===== config.mk =====
export PLATFORM = sky130hd
export DESIGN_NAME = radiometer_dicke_integrator_flat
export DESIGN_NICKNAME = d
export VERILOG_FILES = /design/src/rtl/radiometer_dicke_integrator_if.sv /design/src/rtl/radiometer_dicke_integrator.sv /design/src/flat_wrapper.sv
export SDC_FILE = /design/constraint.sdc
export NUM_CORES = 1
export LEC_CHECK = 0
export ABC_CLOCK_PERIOD_IN_PS = 13560
export CORE_ASPECT_RATIO = 1.75
export CORE_MARGIN = 5
export CORE_UTILIZATION = 35
export CTS_CLUSTER_DIAMETER = 30
export DETAILED_ROUTE_END_ITERATION = 10
export GPL_ROUTABILITY_DRIVEN = 1
export SLEW_MARGIN = 10
export SYNTH_ARGS = -nofsm -noshare
export SYNTH_HDL_FRONTEND = slang
export SYNTH_SLANG_ARGS = --single-unit

===== constraint.sdc =====
create_clock -name clk -period 13.56 [get_ports clk]
set_input_delay 2.034 -clock clk [delete_from_list [all_inputs] [get_ports clk]]
set_output_delay 2.034 -clock clk [all_outputs]
set_load 0.01 [all_outputs]

===== src/rtl/radiometer_dicke_integrator_if.sv =====
// Result stream from the Dicke integrator to the UART path: one signed
// antenna-minus-reference word per channel, with a valid/ready handshake.
interface radiometer_dicke_integrator_if #(
  parameter int NCH   = 2,
  parameter int ACC_W = 40
);
  localparam int CHW = (NCH > 1) ? $clog2(NCH) : 1;

  logic                    out_valid;
  logic                    out_ready;
  logic [CHW-1:0]          out_chan;
  logic signed [ACC_W:0]   out_data;
  logic                    out_last;

  modport master (output out_valid, out_chan, out_data, out_last, input out_ready);
  modport slave  (input out_valid, out_chan, out_data, out_last, output out_ready);
endinterface


===== src/rtl/radiometer_dicke_integrator.sv =====
// Dicke switch generator with post-edge blanking, per-channel antenna/reference
// integration over NPER switch periods, and a per-frame result dump stream.
module radiometer_dicke_integrator #(
  parameter int NCH     = 2,
  parameter int SAMP_W  = 12,
  parameter int SW_HALF = 50000,
  parameter int BLANK   = 1000,
  parameter int NPER    = 100,
  parameter int ACC_W   = 40
) (
  input  logic                    clk,
  input  logic                    rst_n,
  input  logic                    enable,
  input  logic                    sample_valid,
  input  logic [NCH*SAMP_W-1:0]   sample_data,
  output logic                    switch_pwm,
  output logic                    overrun,
  radiometer_dicke_integrator_if.master out_if
);
  localparam int CHW   = (NCH > 1) ? $clog2(NCH) : 1;
  localparam int PH_W  = (SW_HALF > 1) ? $clog2(SW_HALF) : 1;
  localparam int PER_W = (NPER > 1) ? $clog2(NPER) : 1;

  localparam logic [PH_W-1:0]  BLANK_PH = PH_W'(BLANK);
  localparam logic [PH_W-1:0]  LAST_PH  = PH_W'(SW_HALF - 1);
  localparam logic [PER_W-1:0] LAST_PER = PER_W'(NPER - 1);
  localparam logic [CHW-1:0]   LAST_CH  = CHW'(NCH - 1);

  generate
    if (ACC_W < SAMP_W + $clog2(SW_HALF * NPER)) begin : g_acc_w_check
      $error("ACC_W too small: accumulators could wrap within one frame");
    end
  endgenerate

  typedef enum logic { IDLE,  RUN  } run_state_t;
  typedef enum logic { DIDLE, DUMP } dump_state_t;

  run_state_t              run_state;
  dump_state_t             dump_state;
  logic [PH_W-1:0]         phase;
  logic [PER_W-1:0]        period;
  logic [ACC_W-1:0]        ant_acc  [NCH];
  logic [ACC_W-1:0]        ref_acc  [NCH];
  logic [ACC_W-1:0]        ant_nxt  [NCH];
  logic [ACC_W-1:0]        ref_nxt  [NCH];
  logic signed [ACC_W:0]   diff_nxt [NCH];
  logic signed [ACC_W:0]   snap     [NCH];

  logic            running;
  logic            accept;
  logic            phase_wrap;
  logic            frame_end;
  logic            xfer;
  logic [CHW-1:0]  next_chan;

  // The frame-closing sample is folded in before the difference is taken, so
  // the snapshot sees exactly what the accumulators would have held.
  always_comb begin
    running    = (run_state == RUN) && enable;
    accept     = running && sample_valid && (phase >= BLANK_PH);
    phase_wrap = running && (phase == LAST_PH);
    frame_end  = phase_wrap && !switch_pwm && (period == LAST_PER);
    xfer       = out_if.out_valid && out_if.out_ready;
    next_chan  = out_if.out_chan + 1'b1;
    for (int c = 0; c < NCH; c++) begin
      ant_nxt[c]  = ant_acc[c] + ((accept && switch_pwm)  ? ACC_W'(sample_data[c*SAMP_W +: SAMP_W]) : '0);
      ref_nxt[c]  = ref_acc[c] + ((accept && !switch_pwm) ? ACC_W'(sample_data[c*SAMP_W +: SAMP_W]) : '0);
      diff_nxt[c] = $signed({1'b0, ant_nxt[c]}) - $signed({1'b0, ref_nxt[c]});
    end
  end

  // NOTE: sequential state uses non-blocking assignments so every register
  // samples the pre-edge values regardless of statement order.
  always_ff @(posedge clk or negedge rst_n) begin
    if (!rst_n) begin
      run_state  <= IDLE;
      phase      <= '0;
      period     <= '0;
      switch_pwm <= 1'b0;
      // NOTE: the accumulator arrays are reset explicitly; a reset mid-frame
      // must not leak partial sums into the next frame.
      for (int c = 0; c < NCH; c++) begin
        ant_acc[c] <= '0;
        ref_acc[c] <= '0;
      end
    end else begin
      case (run_state)
        IDLE: begin
          if (enable) begin
            run_state  <= RUN;
            phase      <= '0;
            period     <= '0;
            switch_pwm <= 1'b1;
          end
        end
        RUN: begin
          if (!enable) begin
            run_state  <= IDLE;
            phase      <= '0;
            period     <= '0;
            switch_pwm <= 1'b0;
            for (int c = 0; c < NCH; c++) begin
              ant_acc[c] <= '0;
              ref_acc[c] <= '0;
            end
          end else begin
            phase <= phase_wrap ? '0 : phase + 1'b1;
            if (phase_wrap) begin
              switch_pwm <= !switch_pwm;
              if (!switch_pwm)
                period <= (period == LAST_PER) ? '0 : period + 1'b1;
            end
            for (int c = 0; c < NCH; c++) begin
              ant_acc[c] <= frame_end ? '0 : ant_nxt[c];
              ref_acc[c] <= frame_end ? '0 : ref_nxt[c];
            end
          end
        end
        default: run_state <= IDLE;
      endcase
    end
  end

  // A new frame is only taken when the dumper is idle or is handing off its
  // last word on this very edge; otherwise it is dropped and flagged.
  always_ff @(posedge clk or negedge rst_n) begin
    if (!rst_n) begin
      dump_state       <= DIDLE;
      out_if.out_valid <= 1'b0;
      out_if.out_chan  <= '0;
      out_if.out_data  <= '0;
      out_if.out_last  <= 1'b0;
      overrun          <= 1'b0;
      for (int c = 0; c < NCH; c++) snap[c] <= '0;
    end else if (frame_end && ((dump_state == DIDLE) || (xfer && out_if.out_last))) begin
      snap             <= diff_nxt;
      dump_state       <= DUMP;
      out_if.out_valid <= 1'b1;
      out_if.out_chan  <= '0;
      out_if.out_data  <= diff_nxt[0];
      out_if.out_last  <= (NCH == 1);
    end else begin
      if (frame_end) overrun <= 1'b1;
      if (xfer) begin
        if (out_if.out_last) begin
          dump_state       <= DIDLE;
          out_if.out_valid <= 1'b0;
          out_if.out_last  <= 1'b0;
        end else begin
          out_if.out_chan <= next_chan;
          out_if.out_data <= snap[next_chan];
          out_if.out_last <= (next_chan == LAST_CH);
        end
      end
    end
  end
endmodule


===== src/flat_wrapper.sv =====
// flat-port wrapper written by rule: the top's interface ports become plain ports
module radiometer_dicke_integrator_flat 
#(
  parameter int NCH     = 2,
  parameter int SAMP_W  = 12,
  parameter int SW_HALF = 50000,
  parameter int BLANK   = 1000,
  parameter int NPER    = 100,
  parameter int ACC_W   = 40
)
  (clk, rst_n, enable, sample_valid, sample_data, switch_pwm, overrun, out_if_out_valid, out_if_out_chan, out_if_out_data, out_if_out_last, out_if_out_ready);
  radiometer_dicke_integrator_if #(.NCH(NCH), .ACC_W(ACC_W)) out_if_i ();
  input  logic clk;
  input  logic rst_n;
  input  logic enable;
  input  logic sample_valid;
  input  logic [NCH*SAMP_W-1:0] sample_data;
  output logic switch_pwm;
  output logic overrun;
  output wire logic [$bits(out_if_i.out_valid)-1:0] out_if_out_valid;
  output wire logic [$bits(out_if_i.out_chan)-1:0] out_if_out_chan;
  output wire logic [$bits(out_if_i.out_data)-1:0] out_if_out_data;
  output wire logic [$bits(out_if_i.out_last)-1:0] out_if_out_last;
  input wire logic [$bits(out_if_i.out_ready)-1:0] out_if_out_ready;
  assign out_if_out_valid = out_if_i.out_valid;
  assign out_if_out_chan = out_if_i.out_chan;
  assign out_if_out_data = out_if_i.out_data;
  assign out_if_out_last = out_if_i.out_last;
  assign out_if_i.out_ready = out_if_out_ready;
  radiometer_dicke_integrator #(.NCH(NCH), .SAMP_W(SAMP_W), .SW_HALF(SW_HALF), .BLANK(BLANK), .NPER(NPER), .ACC_W(ACC_W)) u_core (.clk(clk), .rst_n(rst_n), .enable(enable), .sample_valid(sample_valid), .sample_data(sample_data), .switch_pwm(switch_pwm), .overrun(overrun), .out_if(out_if_i));
endmodule

==> metrics <==
status completed; Die Y 338.1 um; Async S/R FF share, synth 100.0%; hold path depth 2; slowest stage cell, crit path a211oi_2; vias post-DR around 19,000; reg2reg path depth 34; Cell Area, Synth 21,530 um2; Worst R2R Setup Slack roughly 5600 ps; share of post-route cells with drive strength above 1 under 10%; cell mode on critical path o21ai_0; top cell type's share of synthesized area 36.26%; Slew @ Worst Pin approximately 1300 ps; WP data required between 10,000 and 15,000 ps; # Post-CTS Setup Buffers 0; Worst-path clk slew around 60 ps; post-route clock skew approximately 26 ps; Root Driver clkbuf_16; Worst R2R Start u_core.phase[5]; Hold Crit Start u_core.snap[47]; hold endpoint u_core.snap[47]; core area between 60,000 and 70,000 um2; Worst-Skew Late Latency 590 ps; Final min period 9436 ps; reg2reg end u_core.snap[39]; total congestion overflow 0; dominant cells by area after synthesis dfrtp_1 (36%), ha_1 (7.4%), nand2_1 (6.3%), o21ai_0 (5.6%), xnor2_1 (4.8%); drt drc 0; vias per cell roughly 5.5; first-pass GRT wire length 105,700 um; Top delay family on crit path compound AO/OA/AOI/OAI gates; Mapped Nets 2,658; CP bufs+invs 3; TNS Setup 0 ps; Initial DRC Count 1,164; yosys warns 0; hold slack final 466.7 ps; antenna cells 0; H-tree depth 2; most frequent cell after synthesis nand2_1; CTS tree yes; Max VDD drop 0.00008317 V; row count 120; DR WL/cell slightly below 20 um; Cell Pwr Density 98.49 nW/um2; vias in the first global route 19,370; Pwr Total roughly 2.5 mW; RSZ-0062 raised after global routing no; non-filler cells, final 3,376; CTS Hold Bufs 0; CP startpoint kind primary input; CP Max Fanout 24; largest net degree at the start of global routing 107; CP arrival between 9000 and 10,000 ps; Detail Route Antenna Nets 0; fin crit share 69.59%; Avg Cell Area, Syn 8.630 um2; Clock Sink Count 312; fmax 106.0 MHz; area grow syn2layout 16.10%; Post-Route WL 66,470 um; port bufs 74; Worst slew margin 12.23%; Final nets 2,700; DIE WIDTH 197.5 um; Final setup viols 0; clk buf depth 3; TritonCTS buffer count 56; FF+latch count, synth 312; # IOs 75; layout filler cell count 6,035; worst min-delay path category flop to flop; initial antenna violation count 3; starting density of the core 35.23%; Setup CP Type primary input to flop; synth unique cells 84; Post-synth EDFFs 0; cells after synthesis 2,495; final slew viol count 0; Most used DFF post-synth dfrtp_1; post-CTS sizing 0; register area share after synthesis a little over a third; routability cong. 0.8953; die area 66,770 um2; Static Leak 11.12 nW; DP Cell Count 3,272; 1st-pass router iterations 5; CP max stage delay slightly above 600 ps; most frequent cells after synthesis nand2_1 (361), dfrtp_1 (312), o21ai_0 (243); crit end category flop; max_cap viols 0; GR Util All Layers between 10% and 20%; final hold violation count 0; Final HPWL DP 48,910 um; Synth area leader dfrtp_1
placed cells by master, fill, tap and decap left out, types with 8 or more instances in the layout:
cell type	Yosys	routed
a211oi_1	14	14
a21o_1	62	62
a21oi_1	161	161
a22o_1	40	40
a31oi_1	50	50
and2_1	57	57
and3_1	48	48
and4_1	11	11
buf_4	1	22
clkbuf_16	0	57
clkdlybuf4s50_1	0	73
clkinv_4	0	12
dfrtp_1	312	310
ha_1	128	128
inv_1	64	64
inv_6	0	11
mux2i_1	43	43
nand2_1	361	360
nand2b_1	33	33
nand3_1	77	77
nand4_1	26	26
nor2_1	135	134
nor2b_1	12	12
nor3_1	19	19
o211ai_1	8	8
o21a_1	20	20
o21ai_0	243	243
o21ai_1	15	15
o21bai_1	15	15
o2bb2ai_1	32	32
o31ai_1	42	42
or3_1	12	12
xnor2_1	119	119
xor2_1	89	89
routing by layer:
metal  vias up  share of wire [%]  track usage, %
li1       9025                  -               -
met2       357                 53           36.31
met4         6                7.6           12.95
met5         -              0.090               0
met1      9089                 37           20.46
met3       199                2.8           2.378
report_power, final:
part           internal [mW]  switching [mW]
Sequential             0.933        0.000943
Combinational         0.0164          0.0568
Clock                  0.906           0.549
sequential cells by signal, indices dropped and copies added, names as in the netlist:
name,cells
u_core.run_state,1
u_core.out_if.out_chan,1
u_core.ref_acc,80
u_core.ant_acc,80
u_core.phase,16
u_core.period,7
u_core.overrun,1
u_core.switch_pwm,1
u_core.out_if.out_data,41
u_core.out_if.out_valid,1
u_core.snap,82
u_core.out_if.out_last,1
metrics by stage:
stage	instance area [um2]	utilization (%)	setup slack, ps
after global placement	23050	37.72	3710
after detailed placement	23050	37.72	3579
after CTS	25000	40.91	4182
after floorplan	21530	-	5755
final	25000	40.91	4124
after global routing	25000	40.91	3369
tightest hold or removal path, delay by kind of cell, from the launching register on:
family           cells  cell delay (ps)
DFF                  1              340
and+or+nand+nor      2              100
worst max path at each step:
stage | start | end | slack, ps | cells after the start
after floorplan | enable | u_core.snap[39] | 5750 | 31
after global placement | enable | u_core.snap[39] | 3710 | 32
after detailed placement | enable | u_core.snap[39] | 3580 | 33
after CTS | enable | u_core.snap[39] | 4180 | 33
after global routing | enable | u_core.snap[39] | 3370 | 33
final | enable | u_core.snap[39] | 4120 | 33
kinds of logic after synthesis:
| kind of cell | synth area share (%) |
|---|---|
| adder cells (fa/ha/maj) | 8.049 |
| AO/OA/AOI/OAI | 23.22 |
| AND/OR/NAND/NOR | 18.50 |
| XOR/XNOR | 8.792 |
| buffers and inverters | 3.132 |
| flip-flops | 36.26 |
| multiplexers | 2.051 |
cell type report:
| type | count | area, um2 | share of cell area (%) |
|---|---|---|---|
| Clock buffer | 60 | 1448 | 5.791 |
| Sequential cell | 312 | 7810 | 31.24 |
| Multi-Input combinational cell | 2005 | 13090 | 52.36 |
| Clock inverter | 44 | 501.7 | 2.007 |
| Inverter | 66 | 247.7 | 0.9910 |
| Tap cell | 793 | 992.2 | 3.969 |
| Timing Repair Buffer | 96 | 910.9 | 3.644 |
No activity file was read; power rests on OpenSTA's default activity.
